### src/rtl/serial_pe_unit.sv
// Serial dot-product processing element: one signed 16x16 multiply-accumulate per
// qualified cycle, with a registered result and a one-cycle completion pulse.
module serial_pe_unit (
    input  logic        clk,
    input  logic        rst_n,
    input  logic [15:0] neuron,
    input  logic [15:0] weight,
    input  logic [1:0]  ctl,
    input  logic        vld_i,
    output logic [31:0] result,
    output logic        vld_o
);

    typedef enum logic [1:0] {
        CTL_MID    = 2'b00,
        CTL_FIRST  = 2'b01,
        CTL_LAST   = 2'b10,
        CTL_SINGLE = 2'b11
    } ctl_e;

    typedef enum logic {
        ST_IDLE = 1'b0,
        ST_OPEN = 1'b1
    } state_e;

    state_e      state_q, state_d;
    logic [31:0] acc_q, acc_d;
    logic        vld_q, vld_d;

    logic [31:0] neuron_ext_s;
    logic [31:0] weight_ext_s;
    logic [31:0] prod_s;
    ctl_e        ctl_s;

    // Sign-extend both operands so the low 32 bits of the product are exact.
    assign neuron_ext_s = {{16{neuron[15]}}, neuron};
    assign weight_ext_s = {{16{weight[15]}}, weight};
    assign prod_s       = neuron_ext_s * weight_ext_s;
    assign ctl_s        = ctl_e'(ctl);

    // State, accumulator and completion pulse registers.
    always_ff @(posedge clk or negedge rst_n) begin
        if (!rst_n) begin
            state_q <= ST_IDLE;
            acc_q   <= 32'd0;
            vld_q   <= 1'b0;
        end else begin
            state_q <= state_d;
            acc_q   <= acc_d;
            vld_q   <= vld_d;
        end
    end

    // Next-state logic; a LAST element only completes a vector opened since reset.
    always_comb begin
        state_d = state_q;
        acc_d   = acc_q;
        vld_d   = 1'b0;
        if (vld_i) begin
            case (ctl_s)
                CTL_FIRST: begin
                    acc_d   = prod_s;
                    state_d = ST_OPEN;
                end
                CTL_MID: begin
                    acc_d = acc_q + prod_s;
                end
                CTL_LAST: begin
                    acc_d   = acc_q + prod_s;
                    vld_d   = (state_q == ST_OPEN);
                    state_d = ST_IDLE;
                end
                CTL_SINGLE: begin
                    acc_d   = prod_s;
                    vld_d   = 1'b1;
                    state_d = ST_IDLE;
                end
                default: begin
                    acc_d   = acc_q;
                    state_d = state_q;
                end
            endcase
        end else begin
            acc_d   = acc_q;
            state_d = state_q;
        end
    end

    assign result = acc_q;
    assign vld_o  = vld_q;

endmodule

### config.mk
export PLATFORM = sky130hd
export DESIGN_NAME = serial_pe_unit
export DESIGN_NICKNAME = d
export VERILOG_FILES = /design/src/rtl/serial_pe_unit.sv
export SDC_FILE = /design/constraint.sdc
export NUM_CORES = 1
export LEC_CHECK = 0
export BUFFER_PORTS_ARGS = -buffer_cell sky130_fd_sc_hd__buf_2
export CAP_MARGIN = 0
export CORE_AREA = 10 10 160 162
export CTS_CLUSTER_SIZE = 8
export DETAILED_ROUTE_END_ITERATION = 8
export DIE_AREA = 0 0 170 172
export HOLD_SLACK_MARGIN = 0.15
export PLACE_DENSITY_LB_ADDON = 0.12
export SLEW_MARGIN = 10
export SYNTH_ARGS = -nofsm -noshare
export SYNTH_HDL_FRONTEND = slang
export SYNTH_SLANG_ARGS = --single-unit
### constraint.sdc
create_clock -name clk -period 3.88 [get_ports clk]
set_clock_uncertainty 0.15 [all_clocks]
set_input_delay 0.582 -clock clk [delete_from_list [all_inputs] [get_ports clk]]
set_output_delay 0.582 -clock clk [all_outputs]
set_load 0.005 [all_outputs]
==> impl_metrics.env, run 1 <==
export IMPL_outcome="finished with violations"
export IMPL_violations="setup timing"
export IMPL_slowest_stage="fa_1"
export IMPL_grt_pass1_wl_um=61360
export IMPL_num_vias=11510
export IMPL_drtIter0Drc=715
export IMPL_layout_drive_gt1_share_pct=33.17
export IMPL_ant_nets=0
export IMPL_fmax_mhz=134.6
export IMPL_fin_ws_ps=-3550
export IMPL_cts_buffer_depth=2
export IMPL_crit_type="in -> reg"
export IMPL_setup_viol=27
export IMPL_track_usage_pct=25.70
export IMPL_relSlewSlack_pct=43.76
export IMPL_holdBufCountCts=0
export IMPL_use_met2_pct=43.49
export IMPL_synth_edf_count=0
export IMPL_cts_made_buffers=5
export IMPL_vias_per_cell=5.475
export IMPL_htreeDepth=2
export IMPL_synth_top_family_by_area="adder cells"
export IMPL_synthAdderAreaFrac_pct=50.46
export IMPL_syn_inst=1508
export IMPL_synth_xor_area_share_pct=3.691
export IMPL_rsz0062_at_grt="yes"
export IMPL_routed_wl_um=37060
export IMPL_yosys_warnings=0
export IMPL_hpwlAfterDp_um=29040
export IMPL_grt_busiest_layer="met2"
export IMPL_arrival_ps=7420
export IMPL_finalHoldViolCount=0
export IMPL_use_met1_pct=34.54
export IMPL_overflow=0
export IMPL_drc=0
export IMPL_yosys_area_share_simple_pct=16.97
export IMPL_cpPeakStageDelay_ps=530
export IMPL_cap_violations=0
export IMPL_cts_num_sinks=34
export IMPL_die_area_sq_um=29240
export IMPL_ys_ff_latch=34
export IMPL_synth_ff_type="dfrtp_1"
export IMPL_tritoncts="done"
export IMPL_io_pins=70
export IMPL_synth_distinct_cells=85
export IMPL_gp_congestion=0.9448
export IMPL_required_ps=3870
export IMPL_hold_path_class="in -> async"
export IMPL_postSynthAreaPerCell_sq_um=8.811
export IMPL_core_area_sq_um=22370
export IMPL_port_buffers=69
export IMPL_area_growth_pct=34.01
export IMPL_routedWlPerCell_um=17.62
export IMPL_path_clk_slew_ps=60
export IMPL_grt_use_met3_pct=3.192
export IMPL_start_kind="input port"
export IMPL_start_util_pct=59.41
export IMPL_synth_mux_area_share_pct=0.4614
export IMPL_n_antenna_cell=0
export IMPL_grt_max_degree=69
export IMPL_grt_pass1_vias=12310
export IMPL_cts_root_buf="clkbuf_16"
export IMPL_synth_nets=1923
export IMPL_async_flop_share_pct=100.0
export IMPL_die_h_um=172
export IMPL_synth_compound_area_share_pct=11.29
export IMPL_die_width_um=170
export IMPL_min_period_ps=7430
export IMPL_seq_area_frac_synth_pct=6.404
export IMPL_critPathMaxFanout=6
export IMPL_fin_setup_tns_ps=-75350
export IMPL_final_cells=2103
export IMPL_first_pass_iters=5
export IMPL_fin_crit_sh_pct=191.5
export IMPL_netlist_area_sq_um=13290
export IMPL_tightest_slew_ps=843.6
export IMPL_crit_top_cell="fa_1"
export IMPL_antenna_found_initial=0
export IMPL_cp_end_kind="flop"
export IMPL_slew_violations=0
export IMPL_row_count=55
export IMPL_dp_cells=2049
export IMPL_clk_insertion_delay_late_ps=290
export IMPL_nets=2232
registers in the layout, summed over array words and instances (netlist names):
signal	flops
state_q	1
vld_o	1
result	32
path summary, 6_finish.rpt:
| path | start | to | slack (ps) | cells past startpoint |
|---|---|---|---|---|
| hold reg to reg | state_q$_DFFE_PN0P_ | vld_o$_DFF_PN0_ | 390 | 1 |
| setup / recovery | weight[12] | result[27]$_DFFE_PN0P_ | -3550 | 28 |
| min in group clk | ctl[1] | state_q$_DFFE_PN0P_ | 340 | 2 |
| setup reg to reg | result[0]$_DFFE_PN0P_ | result[28]$_DFFE_PN0P_ | 690 | 11 |
| max in group asynchronous | rst_n | result[7]$_DFFE_PN0P_ | 2800 | 1 |
| hold / removal | rst_n | result[31]$_DFFE_PN0P_ | 250 | 1 |
metrics by stage:
step / cell area (sq um) / worst slack [ps] / hold slack (ps) / util (%)
2_1_floorplan: 14170 / -3374 / 136.4 / -
3_3_place_gp: 16160 / -3813 / 347.2 / 72.26
3_5_place_dp: 16160 / -3901 / 352.7 / 72.26
4_1_cts: 17290 / -3528 / 261.3 / 77.31
5_1_grt: 17800 / -3799 / 277.7 / 79.61
6_report: 17800 / -3550 / 249.9 / 79.61
what timing repair did:
action,4_1_cts,5_1_grt
endpoints found under the setup margin,28,28
pin swaps,97,41
resized for setup,176,76
buffers inserted,31,22
worst max-delay path: cells and delay by family:
| kind | cells | cell delay (ps) |
|---|---|---|
| XOR/XNOR | 2 | 440 |
| AO/OA/AOI/OAI | 4 | 780 |
| AND/OR/NAND/NOR | 7 | 1270 |
| adder cells (fa/ha/maj) | 8 | 3630 |
| buffers and inverters | 6 | 510 |
| multiplexers | 1 | 220 |
cell usage after synthesis, drive strengths merged (14+ instances only):
master,instances,area share (%)
nor2,73,2.1
a31oi,14,0.66
ha,115,11
clkbuf,43,1.4
fa,263,40
and2,126,5.9
xor2,17,1.1
inv,312,8.8
xnor2,39,2.6
dfrtp,34,6.4
o21ai,39,1.5
a21oi,76,2.9
a21o,18,1.0
nand2,173,4.9
logic make-up after synthesis:
kind of cell	count (synthesis)
xor+xnor	56
fa+ha+maj	378
mux	6
simple gates	453
flops	34
compound gates	219
buf+inv	362
cell usage in the layout (no fill, tap or decap), types with 29 or more instances in the layout:
master | synthesis | routed
a21oi_1 | 74 | 49
and2_1 | 126 | 97
and2_4 | 0 | 29
buf_2 | 2 | 42
buf_4 | 0 | 246
buf_6 | 2 | 47
dfrtp_1 | 34 | 34
fa_1 | 263 | 250
ha_1 | 115 | 78
ha_4 | 0 | 33
inv_1 | 311 | 284
nand2_1 | 173 | 160
nor2_1 | 73 | 66
area by class of cell:
type	count	area (sq um)
tap	285	356.6
fill	1371	4561
sequential	34	850.8
clock buffer	5	125.1
inverter	312	1175
clock inverter	3	40.04
multi-input combinational	1112	12380
timing repair buffer	352	2877
layer usage:
| metal | vias to the layer above | wire length, um |
|---|---|---|
| li1 | 5310 | - |
| met1 | 5784 | 15800 |
| met2 | 346 | 18490 |
| met3 | 74 | 1948 |
| met4 | 0 | 826 |
| met5 | - | 0 |
Power of run 1 is not shown: default switching activity piles up to over one toggle a cycle in this logic, so the estimate is an artifact.
==> inputs of run 2 (changes only) <==
--- a/config.mk
+++ b/config.mk
@@ -5,12 +5,13 @@
 export SDC_FILE = /design/constraint.sdc
 export NUM_CORES = 1
 export LEC_CHECK = 0
+export ABC_AREA = 1
 export BUFFER_PORTS_ARGS = -buffer_cell sky130_fd_sc_hd__buf_2
 export CAP_MARGIN = 0
-export CORE_AREA = 10 10 160 162
+export CORE_AREA = 10 10 167 169
 export CTS_CLUSTER_SIZE = 8
 export DETAILED_ROUTE_END_ITERATION = 8
-export DIE_AREA = 0 0 170 172
+export DIE_AREA = 0 0 177 179
 export HOLD_SLACK_MARGIN = 0.15
 export PLACE_DENSITY_LB_ADDON = 0.12
 export SLEW_MARGIN = 10
==> impl_metrics.env, run 2 <==
export IMPL_cts_made_buffers=5
export IMPL_violations="setup timing"
export IMPL_cp_endpoint="result[30]$_DFFE_PN0P_"
export IMPL_antenna_found_initial=0
export IMPL_core_area_sq_um=24750
export IMPL_track_usage_pct=30.05
export IMPL_postSynthAreaPerCell_sq_um=6.983
export IMPL_reg2reg_to="result[18]$_DFFE_PN0P_"
export IMPL_multi_input_area_sq_um=13940
export IMPL_grt_pass1_vias=15770
export IMPL_drtIter0Drc=1230
export IMPL_crit_type="in -> reg"
export IMPL_cts_buffer_depth=2
export IMPL_yosysMostFrequentCell="nand2_1"
export IMPL_final_cells=2740
export IMPL_fin_ws_ps=-2884
export IMPL_mostFrequentLayoutCell="inv_1"
export IMPL_cp_end_kind="flop"
export IMPL_yosysTopAreaCellShare_pct=36.23
export IMPL_tightest_slew_ps=1169
export IMPL_synth_compound_area_share_pct=5.416
export IMPL_routed_wl_um=49720
export IMPL_synth_xor_area_share_pct=1.317
export IMPL_holdBufCountCts=0
export IMPL_grt_max_degree=40
export IMPL_hold_path_class="in -> async"
export IMPL_cpPeakStageDelay_ps=570
export IMPL_crit_top_cell="buf_4"
export IMPL_yosys_area_share_simple_pct=25.10
export IMPL_row_count=58
export IMPL_clk_insertion_delay_late_ps=300
export IMPL_num_vias=14880
export IMPL_arrival_ps=6800
export IMPL_synth_edf_count=0
export IMPL_min_period_ps=6764
export IMPL_area_growth_pct=42.84
export IMPL_finalHoldViolCount=0
export IMPL_nets=2824
export IMPL_fmax_mhz=147.8
export IMPL_overflow=0
export IMPL_synth_mux_area_share_pct=0
export IMPL_netlist_area_sq_um=14530
export IMPL_synth_ff_type="dfrtp_1"
export IMPL_htreeDepth=2
export IMPL_critPathMaxFanout=5
export IMPL_tritoncts="done"
export IMPL_start_kind="input port"
export IMPL_dp_slack_ps=-3433
export IMPL_seq_area_frac_synth_pct=5.855
export IMPL_ant_nets=0
export IMPL_yosys_warnings=0
export IMPL_rsz0062_at_grt="yes"
export IMPL_vias_per_cell=5.431
export IMPL_gp_congestion=0.9976
export IMPL_start_util_pct=58.72
export IMPL_synth_common_cells="nand2_1 (611), inv_1 (553), fa_1 (263), ha_1 (115), nor2_1 (105)"
export IMPL_worst_r2r_path_depth=15
export IMPL_outcome="finished with violations"
export IMPL_path_clk_slew_ps=60
export IMPL_synth_distinct_cells=41
export IMPL_routedWlPerCell_um=18.15
export IMPL_synth_top_family_by_area="adder cells"
export IMPL_r2r_start="result[0]$_DFFE_PN0P_"
export IMPL_setup_viol=27
export IMPL_layout_drive_gt1_share_pct=37.22
export IMPL_hpwlAfterDp_um=36410
export IMPL_drc=0
export IMPL_io_pins=70
export IMPL_register_area_sq_um=850.8
export IMPL_port_buffers=69
export IMPL_synth_top_area_cell="fa_1"
export IMPL_cts_root_buf="clkbuf_16"
export IMPL_final_cell_mix="inv_1 (480), nand2_1 (474), buf_4 (281), fa_1 (248), nand2_2 (97)"
export IMPL_die_area_sq_um=31680
export IMPL_synthAdderAreaFrac_pct=46.13
export IMPL_grt_pass1_wl_um=76620
export IMPL_cp_startpoint="weight[7]"
export IMPL_dp_cells=2661
export IMPL_reg2reg_slack_ps=1350
export IMPL_synth_area_leaders="fa_1 (36%), nand2_1 (16%), inv_1 (14%)"
export IMPL_die_width_um=177
export IMPL_first_pass_iters=6
export IMPL_required_ps=3910
export IMPL_slew_violations=0
export IMPL_n_antenna_cell=0
export IMPL_cts_num_sinks=34
export IMPL_ys_ff_latch=34
export IMPL_relSlewSlack_pct=22.01
export IMPL_syn_inst=2081
export IMPL_slowest_stage="fa_1"
export IMPL_largest_reg_flops=32
export IMPL_synth_nets=2496
export IMPL_fin_crit_sh_pct=174.3
export IMPL_die_h_um=179
export IMPL_fill_cells=1466
export IMPL_async_flop_share_pct=100.0
export IMPL_cap_violations=0
## run 2: cell count changes after synthesis, moves of 6 or more
cell	delta
nand4_1	+19
a211oi_1	-6
clkbuf_1	+24
nand2b_1	-13
nand2_1	+438
nand2_2	+10
nand3_1	+79
xnor2_1	-31
and2_1	-118
a31oi_1	-9
a21o_1	-15
nor2_1	+32
inv_1	+242
## run 2: layer usage
layer,track usage (%),vias up,share of wire [%]
met5,0,-,0
met4,12.36,0,5.2
met3,3.370,184,6.0
met2,53.83,666,51
met1,36.01,7286,37
li1,-,6746,-
## run 2: critical path, delay by kind of cell
kind            cells  cell delay [ps]
compound gates      3              560
fa+ha+maj           7             3240
buf+inv            16             1890
simple gates        7              510
## run 2: logic make-up (layout without fill, tap and decap cells)
family / count (synthesis) / in the layout
buffers and inverters: 625 / 954
flip-flops: 34 / 34
AO/OA/AOI/OAI: 141 / 141
AND/OR/NAND/NOR: 882 / 882
XOR/XNOR: 21 / 21
adder cells (fa/ha/maj): 378 / 378
## run 2: final cells by class
type | count | share of cell area [%]
Inverter | 555 | 10.16
Tap cell | 330 | 1.989
Timing Repair Buffer | 391 | 15.65
Sequential cell | 34 | 4.099
Multi-Input combinational cell | 1422 | 67.16
Clock buffer | 5 | 0.6028
Clock inverter | 3 | 0.3315
## run 2: repair_timing
action / CTS / global route
setup endpoints to repair: 28 / 28
cloned: 1 / 1
pin swaps: 159 / 153
gates resized for setup: 372 / 209
hold endpoints to repair: 0 / 0
setup buffers: 52 / 22
## run 2: worst min path at each step
stage | slack, ps | endpoint | cells after the start
finish | 280 | state_q$_DFFE_PN0P_ | 1
global route | 320 | vld_o$_DFF_PN0_ | 1
CTS | 300 | state_q$_DFFE_PN0P_ | 1
detailed placement | 340 | state_q$_DFFE_PN0P_ | 2
global placement | 330 | state_q$_DFFE_PN0P_ | 2
floorplan | 140 | result[0]$_DFFE_PN0P_ | 0
## run 2: stage by stage
stage	util, %	area (sq um)	hold slack (ps)	TNS (ps)
floorplan	-	15750	136.4	-57630
global placement	71.72	17750	334.6	-77300
detailed placement	71.72	17750	342.6	-78120
CTS	80.05	19810	297.1	-61940
global route	83.88	20760	321.4	-71860
finish	83.88	20760	281.2	-65450
Power of run 2 is left out for the same reason.
